`src/rtl/axis_spi_adc_ctrl_if.sv`:
```
// AXI-Stream channel bundle used by axis_spi_adc_ctrl.
//   tdata  : payload, DATA_WIDTH bits
//   tvalid : source has a beat
//   tready : sink accepts the beat
// master drives tdata/tvalid; slave drives tready.
`timescale 1ns/1ps
interface axis_spi_adc_ctrl_if #(
  parameter int DATA_WIDTH = 32
);
  logic [DATA_WIDTH-1:0] tdata;
  logic                  tvalid;
  logic                  tready;

  modport master (output tdata, output tvalid, input tready);
  modport slave  (input tdata, input tvalid, output tready);
endinterface

```
`src/rtl/axis_spi_adc_ctrl.sv`:
```
// SPI ADC front end with a divided SCK, triggered multi-lane conversions and
// register accesses with readback.
// Ports:
//   aclk, areset           clock; asynchronous active-high reset
//   trigger                conversion request, rising-edge sensitive
//   spi_sdi[NUM_SDI]       ADC data lanes; spi_sdo/csn/sck/resetn SPI outputs
//   s_axis                 command words: [31] stay, [23:0] register frame
//   m_axis                 conversion words (zero-extended)
//   m_axis_reg             register readback (bits from spi_sdi[0])
//   overrun                sticky: trigger that could not start a frame
//   drop_count             saturating count of conversions lost to backpressure
`timescale 1ns/1ps
module axis_spi_adc_ctrl #(
  parameter int NUM_SDI    = 4,
  parameter int CNV_BITS   = 32,
  parameter int DATA_WIDTH = 32,
  parameter int SCK_DIV    = 2,
  parameter int CNV_WAIT   = 8,
  parameter int REG_BITS   = 24
) (
  input  logic                 aclk,
  input  logic                 areset,
  input  logic                 trigger,
  input  logic [NUM_SDI-1:0]   spi_sdi,
  output logic                 spi_sdo,
  output logic                 spi_csn,
  output logic                 spi_sck,
  output logic                 spi_resetn,
  axis_spi_adc_ctrl_if.slave   s_axis,
  axis_spi_adc_ctrl_if.master  m_axis,
  axis_spi_adc_ctrl_if.master  m_axis_reg,
  output logic                 overrun,
  output logic [7:0]           drop_count
);

  localparam int CNV_N = CNV_BITS / NUM_SDI;
  localparam int DW    = DATA_WIDTH;

  typedef enum logic [1:0] {S_IDLE, S_WAIT, S_SHIFT, S_GAP} state_t;
  typedef enum logic {MODE_CNV, MODE_REG} mode_t;

  state_t          state, state_n;
  mode_t           mode;
  logic            stay;
  logic            trig_q, trig_edge;
  logic [15:0]     wait_cnt, div_cnt, half_cnt;
  logic            sck_r, csn_r, sdo_r;
  logic [23:0]     sdo_sr;
  logic [DW-1:0]   shreg;
  logic [DW-1:0]   m_tdata, r_tdata;
  logic            m_tvalid, r_tvalid;
  logic            overrun_r;
  logic [7:0]      drop_r;

  logic            s_tready_w, cmd_acc, tick, shift_end, enter_shift;
  logic [15:0]     half_last;
  logic            unused_cmd;

  assign s_tready_w = (state == S_IDLE) && !r_tvalid;
  assign cmd_acc    = s_axis.tvalid && s_tready_w;
  assign tick       = (div_cnt == 16'(SCK_DIV - 1));
  // Half-periods are numbered 0..2N-1; the last one ends the frame.
  assign half_last  = (mode == MODE_REG) ? 16'(2*REG_BITS - 1) : 16'(2*CNV_N - 1);
  assign shift_end  = (state == S_SHIFT) && tick && sck_r && (half_cnt == half_last);
  assign enter_shift = (state != S_SHIFT) && (state_n == S_SHIFT);
  assign unused_cmd = ^s_axis.tdata;

  assign s_axis.tready     = s_tready_w;
  assign m_axis.tdata      = m_tdata;
  assign m_axis.tvalid     = m_tvalid;
  assign m_axis_reg.tdata  = r_tdata;
  assign m_axis_reg.tvalid = r_tvalid;
  assign spi_sdo    = sdo_r;
  assign spi_csn    = csn_r;
  assign spi_sck    = sck_r;
  assign spi_resetn = ~areset;
  assign overrun    = overrun_r;
  assign drop_count = drop_r;

  always_ff @(posedge aclk or posedge areset) begin
    if (areset) state <= S_IDLE;
    else        state <= state_n;
  end

  always_comb begin
    state_n = state;
    case (state)
      S_IDLE: begin
        // A command beats a same-cycle trigger.
        if (cmd_acc)                              state_n = S_SHIFT;
        else if (trig_edge && mode == MODE_CNV)   state_n = (CNV_WAIT == 0) ? S_SHIFT : S_WAIT;
      end
      S_WAIT:  if (wait_cnt == 16'(CNV_WAIT - 1)) state_n = S_SHIFT;
      S_SHIFT: if (shift_end)                     state_n = S_GAP;
      S_GAP:   if (tick)                          state_n = S_IDLE;
      default:                                    state_n = S_IDLE;
    endcase
  end

  always_ff @(posedge aclk or posedge areset) begin
    if (areset) begin
      mode      <= MODE_CNV;
      stay      <= 1'b0;
      trig_q    <= 1'b0;
      trig_edge <= 1'b0;
      wait_cnt  <= '0;
      div_cnt   <= '0;
      half_cnt  <= '0;
      sck_r     <= 1'b0;
      csn_r     <= 1'b1;
      sdo_r     <= 1'b0;
      sdo_sr    <= '0;
      shreg     <= '0;
      m_tdata   <= '0;
      m_tvalid  <= 1'b0;
      r_tdata   <= '0;
      r_tvalid  <= 1'b0;
      overrun_r <= 1'b0;
      drop_r    <= '0;
    end else begin
      trig_q    <= trigger;
      trig_edge <= trigger & ~trig_q;

      if (m_axis.tready)     m_tvalid <= 1'b0;
      if (m_axis_reg.tready) r_tvalid <= 1'b0;

      // Edges that cannot start a conversion are errors, except while a
      // sticky register session deliberately masks triggers.
      if (trig_edge && !(state == S_IDLE && mode == MODE_CNV && !cmd_acc) &&
          !(mode == MODE_REG && stay))
        overrun_r <= 1'b1;

      if (cmd_acc) begin
        stay <= s_axis.tdata[31];
        mode <= MODE_REG;
      end

      if (enter_shift) begin
        csn_r    <= 1'b0;
        sck_r    <= 1'b0;
        div_cnt  <= '0;
        half_cnt <= '0;
        shreg    <= '0;
        // Conversions send nothing; sdo_sr stays zero so sdo idles low.
        sdo_r    <= cmd_acc ? s_axis.tdata[23] : 1'b0;
        sdo_sr   <= cmd_acc ? {s_axis.tdata[22:0], 1'b0} : 24'd0;
      end else begin
        case (state)
          S_IDLE: begin
            wait_cnt <= '0;
            div_cnt  <= '0;
          end
          S_WAIT: wait_cnt <= wait_cnt + 16'd1;
          S_SHIFT: begin
            if (tick) begin
              div_cnt  <= '0;
              half_cnt <= half_cnt + 16'd1;
              if (!sck_r) begin
                sck_r <= 1'b1;
                shreg <= (mode == MODE_REG) ? {shreg[DW-2:0], spi_sdi[0]}
                                            : {shreg[DW-NUM_SDI-1:0], spi_sdi};
              end else if (half_cnt == half_last) begin
                sck_r <= 1'b0;
                csn_r <= 1'b1;
                sdo_r <= 1'b0;
                if (mode == MODE_REG) begin
                  r_tdata  <= shreg;
                  r_tvalid <= 1'b1;
                  mode     <= stay ? MODE_REG : MODE_CNV;
                end else if (!m_tvalid || m_axis.tready) begin
                  m_tdata  <= shreg;
                  m_tvalid <= 1'b1;
                end else if (drop_r != 8'hFF) begin
                  drop_r <= drop_r + 8'd1;
                end
              end else begin
                sck_r  <= 1'b0;
                sdo_r  <= sdo_sr[23];
                sdo_sr <= {sdo_sr[22:0], 1'b0};
              end
            end else begin
              div_cnt <= div_cnt + 16'd1;
            end
          end
          S_GAP: div_cnt <= tick ? 16'd0 : div_cnt + 16'd1;
          default: ;
        endcase
      end
    end
  end

endmodule

```
`src/flat_wrapper.sv`:
```
// flat-port wrapper written by rule: the top's interface ports become plain ports
module axis_spi_adc_ctrl_flat 
#(
  parameter int NUM_SDI    = 4,
  parameter int CNV_BITS   = 32,
  parameter int DATA_WIDTH = 32,
  parameter int SCK_DIV    = 2,
  parameter int CNV_WAIT   = 8,
  parameter int REG_BITS   = 24
)
  (aclk, areset, trigger, spi_sdi, spi_sdo, spi_csn, spi_sck, spi_resetn, overrun, drop_count, s_axis_tdata, s_axis_tvalid, s_axis_tready, m_axis_tdata, m_axis_tvalid, m_axis_tready, m_axis_reg_tdata, m_axis_reg_tvalid, m_axis_reg_tready);
  axis_spi_adc_ctrl_if #(.DATA_WIDTH(DATA_WIDTH)) s_axis_i ();
  axis_spi_adc_ctrl_if #(.DATA_WIDTH(DATA_WIDTH)) m_axis_i ();
  axis_spi_adc_ctrl_if #(.DATA_WIDTH(DATA_WIDTH)) m_axis_reg_i ();
  input  logic aclk;
  input  logic areset;
  input  logic trigger;
  input  logic [NUM_SDI-1:0] spi_sdi;
  output logic spi_sdo;
  output logic spi_csn;
  output logic spi_sck;
  output logic spi_resetn;
  output logic overrun;
  output logic [7:0] drop_count;
  input wire logic [$bits(s_axis_i.tdata)-1:0] s_axis_tdata;
  input wire logic [$bits(s_axis_i.tvalid)-1:0] s_axis_tvalid;
  output wire logic [$bits(s_axis_i.tready)-1:0] s_axis_tready;
  output wire logic [$bits(m_axis_i.tdata)-1:0] m_axis_tdata;
  output wire logic [$bits(m_axis_i.tvalid)-1:0] m_axis_tvalid;
  input wire logic [$bits(m_axis_i.tready)-1:0] m_axis_tready;
  output wire logic [$bits(m_axis_reg_i.tdata)-1:0] m_axis_reg_tdata;
  output wire logic [$bits(m_axis_reg_i.tvalid)-1:0] m_axis_reg_tvalid;
  input wire logic [$bits(m_axis_reg_i.tready)-1:0] m_axis_reg_tready;
  assign s_axis_i.tdata = s_axis_tdata;
  assign s_axis_i.tvalid = s_axis_tvalid;
  assign s_axis_tready = s_axis_i.tready;
  assign m_axis_tdata = m_axis_i.tdata;
  assign m_axis_tvalid = m_axis_i.tvalid;
  assign m_axis_i.tready = m_axis_tready;
  assign m_axis_reg_tdata = m_axis_reg_i.tdata;
  assign m_axis_reg_tvalid = m_axis_reg_i.tvalid;
  assign m_axis_reg_i.tready = m_axis_reg_tready;
  axis_spi_adc_ctrl #(.NUM_SDI(NUM_SDI), .CNV_BITS(CNV_BITS), .DATA_WIDTH(DATA_WIDTH), .SCK_DIV(SCK_DIV), .CNV_WAIT(CNV_WAIT), .REG_BITS(REG_BITS)) u_core (.aclk(aclk), .areset(areset), .trigger(trigger), .spi_sdi(spi_sdi), .spi_sdo(spi_sdo), .spi_csn(spi_csn), .spi_sck(spi_sck), .spi_resetn(spi_resetn), .s_axis(s_axis_i), .m_axis(m_axis_i), .m_axis_reg(m_axis_reg_i), .overrun(overrun), .drop_count(drop_count));
endmodule
```
`config.mk`:
```
export PLATFORM = sky130hd
export DESIGN_NAME = axis_spi_adc_ctrl_flat
export DESIGN_NICKNAME = d
export VERILOG_FILES = /design/src/rtl/axis_spi_adc_ctrl_if.sv /design/src/rtl/axis_spi_adc_ctrl.sv /design/src/flat_wrapper.sv
export SDC_FILE = /design/constraint.sdc
export NUM_CORES = 1
export LEC_CHECK = 0
export ABC_AREA = 1
export BUFFER_PORTS_ARGS = -buffer_cell sky130_fd_sc_hd__buf_2
export CAP_MARGIN = 10
export CORE_MARGIN = 2
export CORE_UTILIZATION = 35
export CTS_CLUSTER_DIAMETER = 80
export CTS_CLUSTER_SIZE = 10
export DETAILED_ROUTE_END_ITERATION = 7
export GPL_TIMING_DRIVEN = 0
export PLACE_DENSITY_LB_ADDON = 0.08
export REMOVE_ABC_BUFFERS = 1
export SLEW_MARGIN = 20
export SYNTH_ARGS = -nofsm -noshare
export SYNTH_HDL_FRONTEND = slang
export SYNTH_SLANG_ARGS = --single-unit
```
`constraint.sdc`:
```
create_clock -name aclk -period 27 [get_ports aclk]
set_clock_uncertainty 0.2 [all_clocks]
set_input_delay 8.1 -clock aclk [delete_from_list [all_inputs] [get_ports aclk]]
set_output_delay 8.1 -clock aclk [all_outputs]
set_load 0.005 [all_outputs]
```
==> reports/qor.csv <==
metric,value,unit
H-tree lvl count,4,
Routed Antenna Nets,0,
antenna violations before repair,1,
Die W,162,um
Pleak,5.16,nW
Final Max Slew Viols,0,
top_reg_cell synth,dfrtp_1,
fmax,0.0591,GHz
post_cts resized,0,
setup TNS,0,ps
worst-skew pair later-pin latency,440,ps
share of the synthesized area in the top cell type,53.6,%
warnings from Yosys,0,
final hold vios,0,
maximum capacitance violations,0,
Netlist cell types,38,
CP max FO,34,
Root Driver,clkbuf_16,
first-pass GRT wire length,34900,um
postcts setup bufs,0,
dpl hpwl,13400,um
async set or reset register ratio after synthesis,100,%
Required @ worst endpoint,18700,ps
# nets final,1174,
Pre-Repair DR Iteration Count,5,
setup-violating endpoint count in the final report,0,
Seq cells post-synth,187,
vias in the first global route,6801,
core footprint,0.0243,mm^2
WL per Instance,14.1,um
DRC Markers,0,
share of layout cells above drive strength 1,15.6,%
post-synth top area cell,dfrtp_1,
largest net degree at the start of global routing,96,
Post-synth top cells,"299 x nand2_1, 186 x dfrtp_1, 114 x inv_1",
Post-CTS Hold Fix Bufs,0,
hold depth,1,
Post-synth EDFFs,0,
CTS tree,built,
Hold/Removal Path Class,flip-flop to flip-flop,
Pwr Total,0.832,mW
total track usage,16.5,%
Worst slew margin,36.2,%
Worst-path clk slew,80,ps
DR vias,6924,
startpoint types,input pin,
full die area,0.0261,mm^2
Final Cycle Share,62.6,%
"Cell Area, Synth",0.00869,mm^2
Area growth syn-to-layout,17.3,%
total CTS buffers,17,
RePlAce Congestion,0.797,
ranking of synthesized cells by area,"dfrtp_1 54%, nand2_1 13%, inv_1 4.9%, o21ai_0 4.8%, o22ai_1 3.1%",
final instance area,0.0102,mm^2
top-count cell post-synth,nand2_1,
Max Buffers Root-to-Sink,2,
FF-to-FF path depth,11,
row count,57,
# fillers,2491,
Worst VDD drop,38.0,uV
status,"finished, final reports clean",
Syn Area/Cell,8.40,um^2
RSZ-0062 raised after global routing,no,
initial core utilization,35.7,%
worst slew pin tran,958,ps
Chip Height,162,um
Critical Path AT,8610,ps
Setup CP Type,input pin to output pin,
Placed Area,0.00959,mm^2
drt total wl,20600,um
Final Util,41.9,%
pwr dens,81.7,mW/mm^2
crit path time final,16910,ps
vias per cell,4.73,
grt total ovfl,0,
DRC marker count from the first detailed-route iteration,414,
"Seq/Total Area, Yosys",53.9,%
clk sinks,187,
Syn Inst Count,1034,
# diodes,0,
port bufs,114,
Crit. End Element,output pin,
io pins,122,
## where the power goes
part           leakage, nW  switching (mW)  internal [mW]  total (mW)
registers             2.47          0.0273          0.324       0.351
logic                 2.39           0.156         0.0682       0.225
clock network        0.296           0.124          0.133       0.257
total                 5.16           0.307          0.525       0.832
## layout make-up
cell class / instances / area [um^2] / area share [%]
tap: 324 / 405 / 3.98
multi-input combinational: 685 / 3380 / 33.2
sequential: 187 / 4680 / 45.9
clock inverter: 14 / 179 / 1.76
timing repair buffer: 118 / 666 / 6.53
inverter: 118 / 450 / 4.42
clock buffer: 17 / 425 / 4.17
## stage by stage
stage,hold WS [ps],worst slack [ps],std cells
after floorplan,176,6730,990
after global placement,218,4060,1428
after detailed placement,211,10070,1432
after CTS,230,10070,1463
after global routing,244,10020,1463
final,243,10090,1463
## per-layer routing
metal  routed length, um  track usage, %
met5                   0               0
met4                  71            3.65
met3                 842            3.80
met2                9230            25.5
met1               10500            23.8
## path summary, 6_finish.rpt
kind	startpoint	end	slack [ps]
max	areset	spi_resetn	10090
min	u_core.trig_q	u_core.trig_edge	240
max reg2reg	u_core.state[1]	u_core.sdo_sr[20]	23220
min reg2reg	u_core.trig_q	u_core.trig_edge	240
max in group asynchronous	areset	u_core.sdo_sr[18]	18120
min in group asynchronous	areset	u_core.m_axis.tdata[18]	7420
## placed cells by master, fill, tap and decap left out, types with 3 or more instances in the layout
master and n:
nand2_1 298, dfrtp_1 185, buf_2 114, inv_1 113
o21ai_0 84, nor2_1 53, nand3_1 44, o22ai_1 43
o21ai_1 42, o211ai_1 25, xor2_1 20, clkbuf_16 17
nor3_1 13, nand4_1 7, inv_8 6, a21oi_1 5
nand3b_1 5, nor2_2 5, ha_1 5, a31oi_1 4
xnor2_1 4, o32ai_1 4, nand2_2 4, inv_2 4
clkinv_4 4, nor4_1 3, clkinv_8 3
## cells by family (layout without fill, tap and decap cells)
family,count (synthesis),count (layout),synth area share (%)
AND/OR/NAND/NOR,444,444,21.5
buffers and inverters,162,267,7.50
AO/OA/AOI/OAI,212,212,14.0
XOR/XNOR,24,24,2.42
flip-flops,187,187,53.9
adder cells (fa/ha/maj),5,5,0.720
## registers in the layout, summed over array words and instances, names as in the netlist, 2 cells and up
name                     cells
u_core.sdo_sr               23
u_core.m_axis.tdata         32
u_core.wait_cnt             16
u_core.half_cnt             16
u_core.drop_count            8
u_core.shreg                32
u_core.m_axis_reg.tdata     32
u_core.div_cnt              16
u_core.state                 2
## critical path: stages
cell,delay (ps)
buf_2,130
inv_8,200
buf_2,160
(Power assumes the default switching activity.)
